### src/rtl/imem_loader.sv
`timescale 1ns/1ps
// imem_loader: boot-time writer for the RV32I instruction RAM.
// Receives a length-prefixed little-endian byte image on a valid/ready
// stream, writes one 32-bit word per WRITE cycle and keeps the core in
// reset until the whole image has landed.
// Optional feature macro: IMEM_LOADER_CHECKSUM_EN adds a trailing XOR
// checksum byte that must match before the core is released.
module imem_loader #(
    parameter int          DEPTH     = 1024,
    parameter logic [31:0] ADDR_BASE = 32'h0000_0000
) (
    input  logic        clk,
    input  logic        reset,
    input  logic        start,
    input  logic [7:0]  rx_data,
    input  logic        rx_valid,
    output logic        rx_ready,
    output logic        mem_we,
    output logic [31:0] mem_addr,
    output logic [31:0] mem_wdata,
    output logic        core_reset,
    output logic        busy,
    output logic        done,
    output logic        error
);

`ifdef IMEM_LOADER_CHECKSUM_EN
    typedef enum logic [2:0] {
        S_IDLE, S_LEN, S_DATA, S_WRITE, S_CSUM, S_DONE, S_ERR
    } state_t;
`else
    typedef enum logic [2:0] {
        S_IDLE, S_LEN, S_DATA, S_WRITE, S_DONE, S_ERR
    } state_t;
`endif

    localparam logic [31:0] DEPTH_W = 32'(DEPTH);

    state_t      state;
    logic [1:0]  bcnt;
    logic [31:0] len_sr;
    logic [31:0] word_sr;
    logic [31:0] k;
`ifdef IMEM_LOADER_CHECKSUM_EN
    logic [7:0]  csum;
`endif

    logic        fire;
    logic [31:0] len_next;
    logic [31:0] word_next;
    logic [31:0] k_next;

    // Byte transfer qualifier and the shift-in views of the assemblers.
    always_comb begin
        fire      = rx_valid && rx_ready;
        len_next  = {rx_data, len_sr[31:8]};
        word_next = {rx_data, word_sr[31:8]};
        k_next    = k + 32'd1;
    end

    // Length/data assembly registers carry no control meaning and need no reset.
    always_ff @(posedge clk) begin
        if (fire && state == S_LEN)  len_sr  <= len_next;
        if (fire && state == S_DATA) word_sr <= word_next;
    end

    // Loader FSM with all outputs registered.
    always_ff @(posedge clk) begin
        if (reset) begin
            state      <= S_IDLE;
            rx_ready   <= 1'b0;
            mem_we     <= 1'b0;
            mem_addr   <= ADDR_BASE;
            mem_wdata  <= 32'h0;
            core_reset <= 1'b1;
            busy       <= 1'b0;
            done       <= 1'b0;
            error      <= 1'b0;
            bcnt       <= 2'd0;
            k          <= 32'd0;
`ifdef IMEM_LOADER_CHECKSUM_EN
            csum       <= 8'h00;
`endif
        end else begin
            mem_we <= 1'b0;
            case (state)
                S_IDLE, S_DONE, S_ERR: begin
                    if (start) begin
                        state      <= S_LEN;
                        rx_ready   <= 1'b1;
                        busy       <= 1'b1;
                        done       <= 1'b0;
                        error      <= 1'b0;
                        core_reset <= 1'b1;
                        bcnt       <= 2'd0;
                        k          <= 32'd0;
`ifdef IMEM_LOADER_CHECKSUM_EN
                        csum       <= 8'h00;
`endif
                    end
                end

                S_LEN: begin
                    if (fire) begin
                        bcnt <= bcnt + 2'd1;
                        if (bcnt == 2'd3) begin
                            if (len_next > DEPTH_W) begin
                                state      <= S_ERR;
                                rx_ready   <= 1'b0;
                                busy       <= 1'b0;
                                error      <= 1'b1;
                                core_reset <= 1'b1;
                            end else if (len_next == 32'd0) begin
`ifdef IMEM_LOADER_CHECKSUM_EN
                                // Empty image still carries a checksum byte (expected 0).
                                state <= S_CSUM;
`else
                                state      <= S_DONE;
                                rx_ready   <= 1'b0;
                                busy       <= 1'b0;
                                done       <= 1'b1;
                                core_reset <= 1'b0;
`endif
                            end else begin
                                state <= S_DATA;
                            end
                        end
                    end
                end

                S_DATA: begin
                    if (fire) begin
                        bcnt <= bcnt + 2'd1;
`ifdef IMEM_LOADER_CHECKSUM_EN
                        csum <= csum ^ rx_data;
`endif
                        if (bcnt == 2'd3) begin
                            // Write strobe, address and data all launch together
                            // so the RAM sees them stable through WRITE.
                            state     <= S_WRITE;
                            rx_ready  <= 1'b0;
                            mem_we    <= 1'b1;
                            mem_addr  <= ADDR_BASE + {k[29:0], 2'b00};
                            mem_wdata <= word_next;
                        end
                    end
                end

                S_WRITE: begin
                    k <= k_next;
                    if (k_next == len_sr) begin
`ifdef IMEM_LOADER_CHECKSUM_EN
                        state    <= S_CSUM;
                        rx_ready <= 1'b1;
`else
                        state      <= S_DONE;
                        busy       <= 1'b0;
                        done       <= 1'b1;
                        core_reset <= 1'b0;
`endif
                    end else begin
                        state    <= S_DATA;
                        rx_ready <= 1'b1;
                    end
                end

`ifdef IMEM_LOADER_CHECKSUM_EN
                S_CSUM: begin
                    if (fire) begin
                        rx_ready <= 1'b0;
                        busy     <= 1'b0;
                        if (rx_data == csum) begin
                            state      <= S_DONE;
                            done       <= 1'b1;
                            core_reset <= 1'b0;
                        end else begin
                            state      <= S_ERR;
                            error      <= 1'b1;
                            core_reset <= 1'b1;
                        end
                    end
                end
`endif

                default: begin
                    state    <= S_IDLE;
                    rx_ready <= 1'b0;
                    busy     <= 1'b0;
                end
            endcase
        end
    end

endmodule

### config.mk
export PLATFORM = sky130hd
export DESIGN_NAME = imem_loader
export DESIGN_NICKNAME = d
export VERILOG_FILES = /design/src/rtl/imem_loader.sv
export SDC_FILE = /design/constraint.sdc
export NUM_CORES = 1
export LEC_CHECK = 0
export BUFFER_PORTS_ARGS = -buffer_cell sky130_fd_sc_hd__buf_2
export CAP_MARGIN = 15
export CORE_UTILIZATION = 30
export DETAILED_ROUTE_END_ITERATION = 10
export GPL_TIMING_DRIVEN = 0
export MAX_ROUTING_LAYER = met4
export RECOVER_POWER = 100
export SLEW_MARGIN = 20
export SYNTH_ARGS = -nofsm -noshare
export SYNTH_HDL_FRONTEND = slang
export SYNTH_SLANG_ARGS = --single-unit
### constraint.sdc
create_clock -name clk -period 5.05 [get_ports clk]
set_input_delay 1.01 -clock clk [delete_from_list [all_inputs] [get_ports clk]]
set_output_delay 1.01 -clock clk [all_outputs]
set_load 0.01 [all_outputs]
After elaboration in Yosys (flattened, before gate mapping)
Cells that the tools add are included.

Output and inout port bits: 70. Flip-flop bits (word level): 169. Logic and storage cells: 99.

Equality and inequality tests: 19. Reductions and logical operators: 21. Multiplexer cells: 41. Magnitude comparators: 1. Bitwise gates (word level): 2. $add $sub $neg: 2.

Operator list (number): case mux 32 bit (2 select lines) (1); adder 32 x 1 -> 32 bit, second input constant (1); equality test 32 bit (1); > comparator 32 x 11 -> 1 bit, second input constant (1); zero test 32 bit (1); two-way mux 32 bit (1); two-way mux 3 bit (8); two-way mux 1 bit (22); AND reduction 7 bit (2); inequality test 2 bit, second input constant (6); case mux 3 bit (4 select lines) (1); AND reduction 6 bit (2); inequality test 2 x 1 -> 1 bit, second input constant (5); AND reduction 5 bit (2); case mux 1 bit (4 select lines) (2); equality test 3 x 2 -> 1 bit, second input constant (2); equality test 3 bit, second input constant (2); case mux 1 bit (3 select lines) (2); AND reduction 3 bit (2); nonzero test 2 bit (3); OR reduction 3 bit (2); two-way mux 2 bit (2); case mux 2 bit (2 select lines) (1); equality test 3 x 1 -> 1 bit, second input constant (1); other kinds (10) (13).

Depth between registers and ports, before layout
Gate-level depths: netlist of run 1.

Depth after elaboration: 6. Depth in mapped cells: 10. Mapped depth without buffers: 9.

Least setup slack after synthesis of run 1
No wires, ideal clock.

Path kind: input to register. Start: input port rx_valid. End: register len_sr[0], enable pin. Path buffers: 0. Data arrival time: 3.338 ns. Data required time: 4.589 ns. Path slack: 1.251 ns. Stages on the path: 2. Cells stage by stage: nand2_1 nor3_1.

Cells in the longest elaborated chain, start to end: 2.

RTL lines: start: declaration (RTL line 16) `input logic rx_valid,`; logical AND 1 bit (RTL line 55) `fire = rx_valid && rx_ready;`; logical AND 1 bit (RTL line 63) `if (fire && state == S_LEN) len_sr <= len_next;`; end signal: assignment (RTL line 63); end: declaration (RTL line 41) `logic [31:0] len_sr;`.

Every way passes these cells. A chain may end at the register's enable or synchronous reset.

Worst setup path in the final report of run 1
Start: register k[0]. End: register busy.

Cells in the longest elaborated chain, start to end: 4.

RTL lines: start: declaration (RTL line 43) `logic [31:0] k;`; start signal: assignment (RTL line 150) `k <= k_next;`; adder 32 x 1 -> 32 bit (RTL line 58) `k_next = k + 32'd1;`; equality test 32 bit (RTL line 151) `if (k_next == len_sr) begin`; inequality test 2 bit (no source line); AND reduction 6 bit (no source line); end signal: assignment (RTL line 76) `busy <= 1'b0;`; end signal: assignment (RTL line 91) `busy <= 1'b1;`; end signal: assignment (RTL line 157) `busy <= 1'b0;`; end: declaration (RTL line 22) `output logic busy,`.

Every way passes these cells.

==> metrics.txt, run 1 <==
crit share post-route 0.768; starting density of the core 0.306; Port Buffer Count 78; I/O pin count 82; # fillers 2,473; drt pass-1 iters 5; Power Dens Cells 324 mW/mm^2; Max VDD drop 0.204 mV; fraction of layout cells with a size suffix above 1 0.0735; clock skew 10.7 ps; Worst slew margin 0.247; die height 157 um; Iteration-0 DRC Markers 509; Placer Congestion 0.931; max-cap viol count 0; Post-synth ARST share 0; worst r2r dst busy$_SDFFE_PP0P_; prevailing post-synth register cell dfxtp_1; Fmax 258 MHz; worst-path fanout max 10; crit start category register; initial antenna violation count 0; pin count of the biggest net entering global routing 17; Fin. Hold Viols 0; FF-to-FF Start k[0]$_SDFFE_PP0P_; Ys Warns 0; R2R depth 10; Routed WL 20,800 um; LEAKAGE 2.63 nW; aggregate global-route resource usage 0.181; Crit Path Category register to register; H-tree depth 4; P&R area growth vs syn 18.0%; hold endpoint word_sr[23]$_DFFE_PP_; cts bufs inserted 17; final net count 912; synthesized area per cell 9.06 um^2; vias in the first global route 5,818; first-pass GRT wire length 32,600 um; Post-Syn Area 0.00718 mm^2; Data arrival, critical path 4210 ps; # setup viols final 0; crit end category register; #FFs+latches synth 161; wire length on met2 9220 um; Final min period 3880 ps; Slew Viols, Final 0; flop2flop setup slack 1170 ps; CTS tree done; Post-Synthesis Cells 793; ant diodes 0; die area 0.0246 mm^2; via/cell ratio 5.04; Vias 6,202; Post-DRT Antenna Nets 0; Yosys cell types 60; final core occ 0.361; outcome finished clean; cell row count 56; register area share after synthesis 0.527; hold buffers post-CTS 0; Detailed Place HPWL 15,000 um; worst-skew pair later-pin latency 440 ps; post-CTS setup buffer count 0; post-route setup TNS 0 ps; DRC viols 0; Reg clk slew, reported paths 60 ps; top layer in use met4; Die X-Extent 157 um; grt ovf 0; Worst-Margin Slew 1120 ps; clk buf depth 2; EDFF count, synth 56; routed wire length per instance 16.9 um; post-CTS sizing 0; RSZ-0062 raised after global routing no; hold depth 0; Core Area 0.0235 mm^2; Clock Sinks 161; M1 wire length 9520 um; met3 WL 1380 um; hold_sp word_sr[31]$_DFFE_PP_; CTS Root Cell clkbuf_16; worst hold path type register to register; Worst Path Required 5380 ps
state kept, by name, summed over array words and instances (netlist names):
signal      flops
mem_wdata      32
word_sr        24
rx_ready        1
busy            1
len_sr         32
k              32
mem_we          1
state           3
core_reset      1
done            1
error           1
bcnt            2
mem_addr       30
how the worst max path moves through the flow:
stage,from,to,slack [ps],depth (start not counted)
after detailed placement,rx_data[1],done$_SDFFE_PP0P_,1780,7
after CTS,k[0]$_SDFFE_PP0P_,rx_ready$_SDFFE_PP0P_,1870,10
after floorplan,rx_valid,len_sr[0]$_DFFE_PP_,1250,2
after global placement,rx_valid,len_sr[28]$_DFFE_PP_,110,3
final,k[0]$_SDFFE_PP0P_,busy$_SDFFE_PP0P_,1170,10
after global routing,k[0]$_SDFFE_PP0P_,busy$_SDFFE_PP0P_,900,10
layout by cell type, fill, tap and decap left out, types with 11 or more instances in the layout:
cell type and instances:
nor2_1 50, edfxtp_1 56, a21oi_1 99, clkbuf_16 19
o21ai_0 28, nor3_1 31, nand2_1 171, nor4_1 19
nand4_1 13, xor2_1 15, buf_2 11, nand3_1 12
dfxtp_1 105, clkbuf_1 128, xnor2_1 32
report_power, final:
group | switching [W] | total (W) | internal, W
Clock | 0.000553 | 0.00130 | 0.000743
Sequential | 0.00000699 | 0.00135 | 0.00134
Combinational | 0.0000688 | 0.0000941 | 0.0000252
metal layers:
| metal | track usage | vias to the layer above |
|---|---|---|
| li1 | - | 2992 |
| met1 | 0.238 | 2927 |
| met2 | 0.267 | 232 |
| met3 | 0.0346 | 51 |
| met4 | 0.0822 | 0 |
| met5 | - | - |
kinds of logic (layout without fill, tap and decap cells):
logic type | Yosys count | in the layout | share of synthesized area
multiplexers | 3 | 3 | 0.00436
AO/OA/AOI/OAI | 170 | 170 | 0.140
adder cells (fa/ha/maj) | 2 | 2 | 0.00348
buffers and inverters | 70 | 187 | 0.0434
other | 1 | 2 | 0.000522
flip-flops | 161 | 161 | 0.527
AND/OR/NAND/NOR | 339 | 339 | 0.224
XOR/XNOR | 47 | 47 | 0.0573
critical path: stages (launching register included):
cell and delay [ps]:
dfxtp_1 520, ha_1 320, nand3_1 310, or3_1 470
buf_6 160, a2111oi_4 310, a31oi_1 80, a211o_1 300
nor4_1 910, a211oi_1 190, o21a_1 210
synthesized netlist by cell type (2+ instances only):
cell type | number | area, um^2
o21a_1 | 2 | 15.0
nor2_1 | 50 | 188
or4_1 | 4 | 30.0
buf_2 | 9 | 45.0
inv_1 | 9 | 33.8
a211o_1 | 2 | 17.5
and2_1 | 2 | 12.5
or2_2 | 2 | 12.5
xnor2_1 | 32 | 280
ha_1 | 2 | 25.0
xor2_1 | 15 | 131
and3_1 | 7 | 43.8
o21ai_0 | 27 | 135
nor4_1 | 18 | 113
nand2_1 | 171 | 642
mux2i_1 | 2 | 20.0
a21boi_0 | 2 | 15.0
nand2b_1 | 4 | 25.0
and4_1 | 2 | 17.5
nor3_1 | 32 | 160
nand3_1 | 11 | 55.1
a311oi_1 | 8 | 70.1
o211ai_1 | 3 | 22.5
buf_4 | 8 | 60.1
clkbuf_1 | 43 | 161
nor2b_1 | 2 | 12.5
a31oi_1 | 5 | 31.3
nand4_1 | 13 | 81.3
nor3b_1 | 2 | 15.0
a21oi_1 | 99 | 495
dfxtp_1 | 105 | 2100
edfxtp_1 | 56 | 1680
a22oi_1 | 4 | 30.0
nor4_4 | 2 | 42.5
or3_1 | 7 | 43.8
a211oi_1 | 7 | 52.6
per-stage QoR:
step           worst slack (ps)  cell area (um^2)  total power [W]  cells  hold slack (ps)
3_3_place_gp                110              7970          0.00147   1191              433
5_1_grt                     899              8470          0.00282   1230              463
2_1_floorplan              1250              7180          0.00144    794              426
3_5_place_dp               1780              8040          0.00148   1198              441
4_1_cts                    1870              8630          0.00276   1230              451
6_report                   1170              8470          0.00274   1230              452
layout make-up:
cell class                      count  area, um^2  area share
Buffer                             61         278      0.0328
Clock buffer                       22         487      0.0575
Clock inverter                     10        97.6      0.0115
Inverter                            9        33.8     0.00399
Multi-Input combinational cell    563        3070       0.362
Sequential cell                   161        3780       0.447
Tap cell                          319         399      0.0471
Timing Repair Buffer               85         325      0.0384
(Power assumes the default switching activity.)
==> run 2: changes to the inputs <==
==> constraint.sdc (replaced) <==
create_clock -name clk -period 3.3 [get_ports clk]
set_input_delay 0.66 -clock clk [delete_from_list [all_inputs] [get_ports clk]]
set_output_delay 0.66 -clock clk [all_outputs]
set_load 0.01 [all_outputs]
==> run 2 against run 1 <==
Sequential power increased by 53%; global-route usage is 0.18 points lower; critical path type unchanged; utilization rose by 0.34 points; clock skew is 2.7 ps lower; the run now ends with capacitance limit, slew limit left; first-iteration DRC count decreased by 10%; maximum frequency rose by 24%.
==> metrics.txt, run 2 (synthesized netlist as in run 1, its figures left out) <==
outcome complete, but fails checks; failing checks capacitance limit, slew limit; Final Cell Area 0.00855 mm^2; Die X-Extent 157 um; RSZ-0062 raised after global routing no; vias in the first global route 5,587; grt ovf 0; Clock Sinks 161; I/O pin count 82; first-pass GRT wire length 32,100 um; M1 wire length 9680 um; Power Dens Cells 499 mW/mm^2; Worst-Margin Slew 1770 ps; hold buffers post-CTS 0; FF-to-FF Start k[1]$_SDFFE_PP0P_; # setup viols final 0; Max VDD drop 0.332 mV; CTS tree done; clk buf depth 2; Core Area 0.0235 mm^2; starting density of the core 0.306; worst hold margin 447 ps; routed wire length per instance 16.9 um; Fmax 321 MHz; P&R area growth vs syn 19.1%; Vias 6,194; Multi-input gate area 0.00310 mm^2; Largest regs k x32, len_sr x32, mem_wdata x32; hold endpoint word_sr[20]$_DFFE_PP_; Detailed Place HPWL 14,900 um; top layer in use met4; wire length on met2 9400 um; Slew Viols, Final 11; Reg clk slew, reported paths 70 ps; Routed WL 20,700 um; initial antenna violation count 0; Iteration-0 DRC Markers 458; Worst slew margin -0.188; crit share post-route 0.945; die height 157 um; Port Buffer Count 78; Worst Path Required 3640 ps; crit start category register; pin count of the biggest net entering global routing 17; via/cell ratio 5.04; # fillers 2,426; CTS Root Cell clkbuf_16; hold_sp word_sr[28]$_DFFE_PP_; Post-DRT Antenna Nets 0; Storage cell area 0.00378 mm^2; flop2flop setup slack 180 ps; hold depth 0; fraction of layout cells with a size suffix above 1 0.0834; cell row count 56; ant diodes 0; final net count 912; commonest non-fill, non-tap cell in the layout nand2_1; clock skew 7.94 ps; worst-path fanout max 10; Final min period 3120 ps; H-tree depth 4; DRC viols 0; crit end category register; worst r2r dst state[1]$_SDFFE_PP0P_; cts bufs inserted 17; commonest non-fill, non-tap cells in the layout 171 x nand2_1, 122 x clkbuf_1, 104 x dfxtp_1; Fin. Hold Viols 0; placed cell area 0.00806 mm^2; worst hold path type register to register; die area 0.0246 mm^2; Placer Congestion 0.946; max-cap viol count 1; drt pass-1 iters 5; LEAKAGE 2.65 nW; Data arrival, critical path 3460 ps; R2R depth 11; aggregate global-route resource usage 0.179; Crit Path Category register to register; worst-skew pair later-pin latency 440 ps; met3 WL 1170 um
==> run 2: cell types whose count changed in the layout (fill, tap and decap cells not counted), sizes merged <==
| cell | before | now |
|---|---|---|
| clkbuf | 147 | 142 |
| bufinv | 1 | 2 |
| clkinv | 5 | 4 |
| clkinvlp | 0 | 3 |
| buf | 21 | 23 |
==> run 2: timing repair <==
| action | 4_1_cts | 5_1_grt |
|---|---|---|
| resized for setup | 0 | 3 |
| buffers inserted | 0 | 1 |
| setup endpoints to repair | 0 | 7 |
==> run 2: worst max-delay path by stage <==
stage	start	to	slack (ps)	cells after the start
6_report	k[1]$_SDFFE_PP0P_	state[1]$_SDFFE_PP0P_	180	11
5_1_grt	k[18]$_SDFFE_PP0P_	state[1]$_SDFFE_PP0P_	40	10
4_1_cts	k[0]$_SDFFE_PP0P_	state[2]$_SDFFE_PP0P_	110	10
3_5_place_dp	k[0]$_SDFFE_PP0P_	busy$_SDFFE_PP0P_	130	10
3_3_place_gp	rx_valid	word_sr[14]$_DFFE_PP_	-740	3
2_1_floorplan	rx_valid	word_sr[10]$_DFFE_PP_	400	2
==> run 2: routing by layer <==
layer | up-vias | GRT usage
li1 | 2999 | -
met4 | 0 | 0.0714
met2 | 220 | 0.268
met3 | 30 | 0.0285
met1 | 2945 | 0.240
met5 | - | -
==> run 2: through the flow <==
step                      setup WS [ps]  power, W  utilization  TNS, ps  std cells
after floorplan                     400   0.00220            -        0        794
after global placement             -737   0.00226        0.340   -17670       1191
after detailed placement            131   0.00226        0.343        0       1197
after CTS                           113   0.00430        0.369        0       1229
after global routing               42.3   0.00439        0.364        0       1230
final                               180   0.00427        0.364        0       1230
==> run 2: layout make-up <==
| type | count | area share |
|---|---|---|
| sequential | 161 | 0.443 |
| buffer | 61 | 0.0325 |
| multi-input combinational | 563 | 0.362 |
| timing repair buffer | 85 | 0.0404 |
| clock buffer | 19 | 0.0543 |
| inverter | 9 | 0.00395 |
| tap | 319 | 0.0467 |
| clock inverter | 13 | 0.0174 |
==> run 2: power breakdown <==
part / switching, W / internal (W) / leakage (nW)
Clock: 0.000863 / 0.00119 / 0.293
Combinational: 0.000105 / 0.0000397 / 1.01
Sequential: 0.0000104 / 0.00206 / 1.35
Total: 0.000979 / 0.00329 / 2.65
==> run 2: worst max-delay path, stage by stage (launching register included) <==
cell      delay (ps)
dfxtp_1          440
ha_2             290
nand3_4          150
or3_1            410
buf_6            160
or3_2            510
a31oi_1          210
a211o_1          190
nor4_4            40
clkbuf_2         180
a21bo_2          230
a211oi_1         200
==> run 3: changes to the inputs <==
--- a/config.mk
+++ b/config.mk
@@ -7,10 +7,13 @@
 export LEC_CHECK = 0
 export BUFFER_PORTS_ARGS = -buffer_cell sky130_fd_sc_hd__buf_2
 export CAP_MARGIN = 15
+export CELL_PAD_IN_SITES_DETAIL_PLACEMENT = 1
+export CELL_PAD_IN_SITES_GLOBAL_PLACEMENT = 2
 export CORE_UTILIZATION = 30
 export DETAILED_ROUTE_END_ITERATION = 10
 export GPL_TIMING_DRIVEN = 0
 export MAX_ROUTING_LAYER = met4
+export PLACE_DENSITY_LB_ADDON = 0.1
 export RECOVER_POWER = 100
 export SLEW_MARGIN = 20
 export SYNTH_ARGS = -nofsm -noshare
==> run 3 against run 2 <==
The flow now finishes without violations; sequential power hardly changed; power rose by 1.3%; clock skew grew 3.8 ps; die area stayed put; via count is 0.37% higher; combinational power rose by 5%; cell area is 0.19% higher; count of clock-buffer cells in the layout did not move; utilization increased by 0.069 points.
==> metrics.txt, run 3 (synthesized netlist as in run 1, its figures left out) <==
outcome finished clean; vias in the first global route 6,238; M1 wire length 11,600 um; crit-path cells ha_1, nand3_4, or3_1, buf_6, or3_2, a31oi_1, a211o_1, nor4_4, buf_4, a21bo_2, a211oi_1; cts bufs inserted 17; Worst slew margin 0.363; Largest regs k x32, len_sr x32, mem_wdata x32; drt pass-1 iters 4; Slew Viols, Final 0; setup ws final 169 ps; Post-Layout Cell Count 1,230; die area 0.0246 mm^2; Port Buffer Count 78; Setup crit end state[1]$_SDFFE_PP0P_; # setup viols final 0; Die X-Extent 157 um; pin count of the biggest net entering global routing 18; ant diodes 0; Post-DRT Antenna Nets 0; pre-CTS worst setup slack -60.1 ps; worst hold path type register to register; crit start category register; DRC viols 0; wire length on met2 11,300 um; grt ovf 0; Crit Path Category register to register; # placed instances 1,196; crit share post-route 0.949; FF-to-FF Start k[1]$_SDFFE_PP0P_; placed cell area 0.00805 mm^2; crit path from k[1]$_SDFFE_PP0P_; final net count 912; Worst Path Required 3650 ps; met3 WL 793 um; clk buf depth 2; crit end category register; die height 157 um; Fin. Hold Viols 0; Worst-Margin Slew 952 ps; Core Area 0.0235 mm^2; Max VDD drop 0.295 mV; first-pass GRT wire length 37,300 um; Power Dens Cells 505 mW/mm^2; R2R depth 11; I/O pin count 82; fraction of layout cells with a size suffix above 1 0.0878; Placer Congestion 0.884; Routed WL 24,100 um; CTS Root Cell clkbuf_16; starting density of the core 0.306; Reg clk slew, reported paths 70 ps; H-tree depth 4; Iteration-0 DRC Markers 313; worst hold margin 454 ps; routed wire length per instance 19.6 um; top layer in use met4; Final Cell Area 0.00857 mm^2; commonest non-fill, non-tap cells in the layout 171 x nand2_1, 123 x clkbuf_1, 103 x dfxtp_1; slowest stage delay, CP 510 ps; # fillers 2,781; initial antenna violation count 0; worst-path fanout max 10; commonest non-fill, non-tap cell in the layout nand2_1; CTS tree done; Final min period 3130 ps; CP max-delay cell or3_2; Fmax 319 MHz; Vias 6,217; RSZ-0062 raised after global routing no; clock skew 11.8 ps; worst r2r dst state[1]$_SDFFE_PP0P_; worst-skew pair later-pin latency 440 ps; cell row count 56; Detailed Place HPWL 18,000 um; flop2flop setup slack 170 ps; Clock Sinks 161; max-cap viol count 0; Data arrival, critical path 3480 ps; total power 0.00432 W; aggregate global-route resource usage 0.212; LEAKAGE 2.67 nW; via/cell ratio 5.05; P&R area growth vs syn 19.3%
## run 3: cell types whose count changed in the layout (fill, tap and decap cells not counted), moves of 2 or more
cell	previous run	this run
inv_6	2	6
clkinvlp_4	3	0
nor4_1	18	16
nor4_2	0	2
## run 3: worst min path at each step
stage / start / end / slack [ps] / cells after the start
detailed placement: word_sr[28]$_DFFE_PP_ / word_sr[20]$_DFFE_PP_ / 440 / 0
global route: word_sr[16]$_DFFE_PP_ / word_sr[8]$_DFFE_PP_ / 460 / 0
CTS: rx_data[4] / word_sr[28]$_DFFE_PP_ / 450 / 1
finish: mem_addr[6]$_SDFFE_PP0P_ / mem_addr[6]$_SDFFE_PP0P_ / 450 / 2
global placement: word_sr[28]$_DFFE_PP_ / word_sr[20]$_DFFE_PP_ / 440 / 0
floorplan: word_sr[18]$_DFFE_PP_ / word_sr[10]$_DFFE_PP_ / 430 / 0
## run 3: worst max-delay path, delay by kind of cell, from the launching register on
kind	cells	cell delay [ps]
buffers and inverters	2	340
DFF	1	430
AOI/OAI and AO/OA	4	760
adders and majority gates	1	340
and+or+nand+nor	4	1160
## run 3: repair_timing
action,4_1_cts,5_1_grt
hold buffers,0,0
pin swaps,1,1
endpoints found under the setup margin,6,17
resized for setup,1,9
buffers inserted,1,1
## run 3: metrics by stage
step	util	setup TNS, ps
2_1_floorplan	-	0
3_3_place_gp	0.340	-13140
3_5_place_dp	0.343	-217
4_1_cts	0.370	0
5_1_grt	0.365	0
6_report	0.365	0
## run 3: layer usage
metal	vias up	track usage
met2	121	0.331
met1	3069	0.281
li1	2998	-
met5	-	-
met4	0	0.0598
met3	29	0.0338
## run 3: where the power goes
part	leakage, nW	internal (W)	switching (W)
clock	0.304	0.00119	0.000916
sequential	1.35	0.00206	0.0000110
combinational	1.01	0.0000388	0.000113
total	2.67	0.00328	0.00104
## run 3: final cells by class
cell class	count	area (um^2)	area share
Clock inverter	13	163	0.0190
Sequential cell	161	3790	0.442
Tap cell	319	399	0.0466
Inverter	9	33.8	0.00394
Clock buffer	19	454	0.0530
Timing Repair Buffer	85	338	0.0394
Multi-Input combinational cell	563	3120	0.364
Buffer	61	278	0.0324
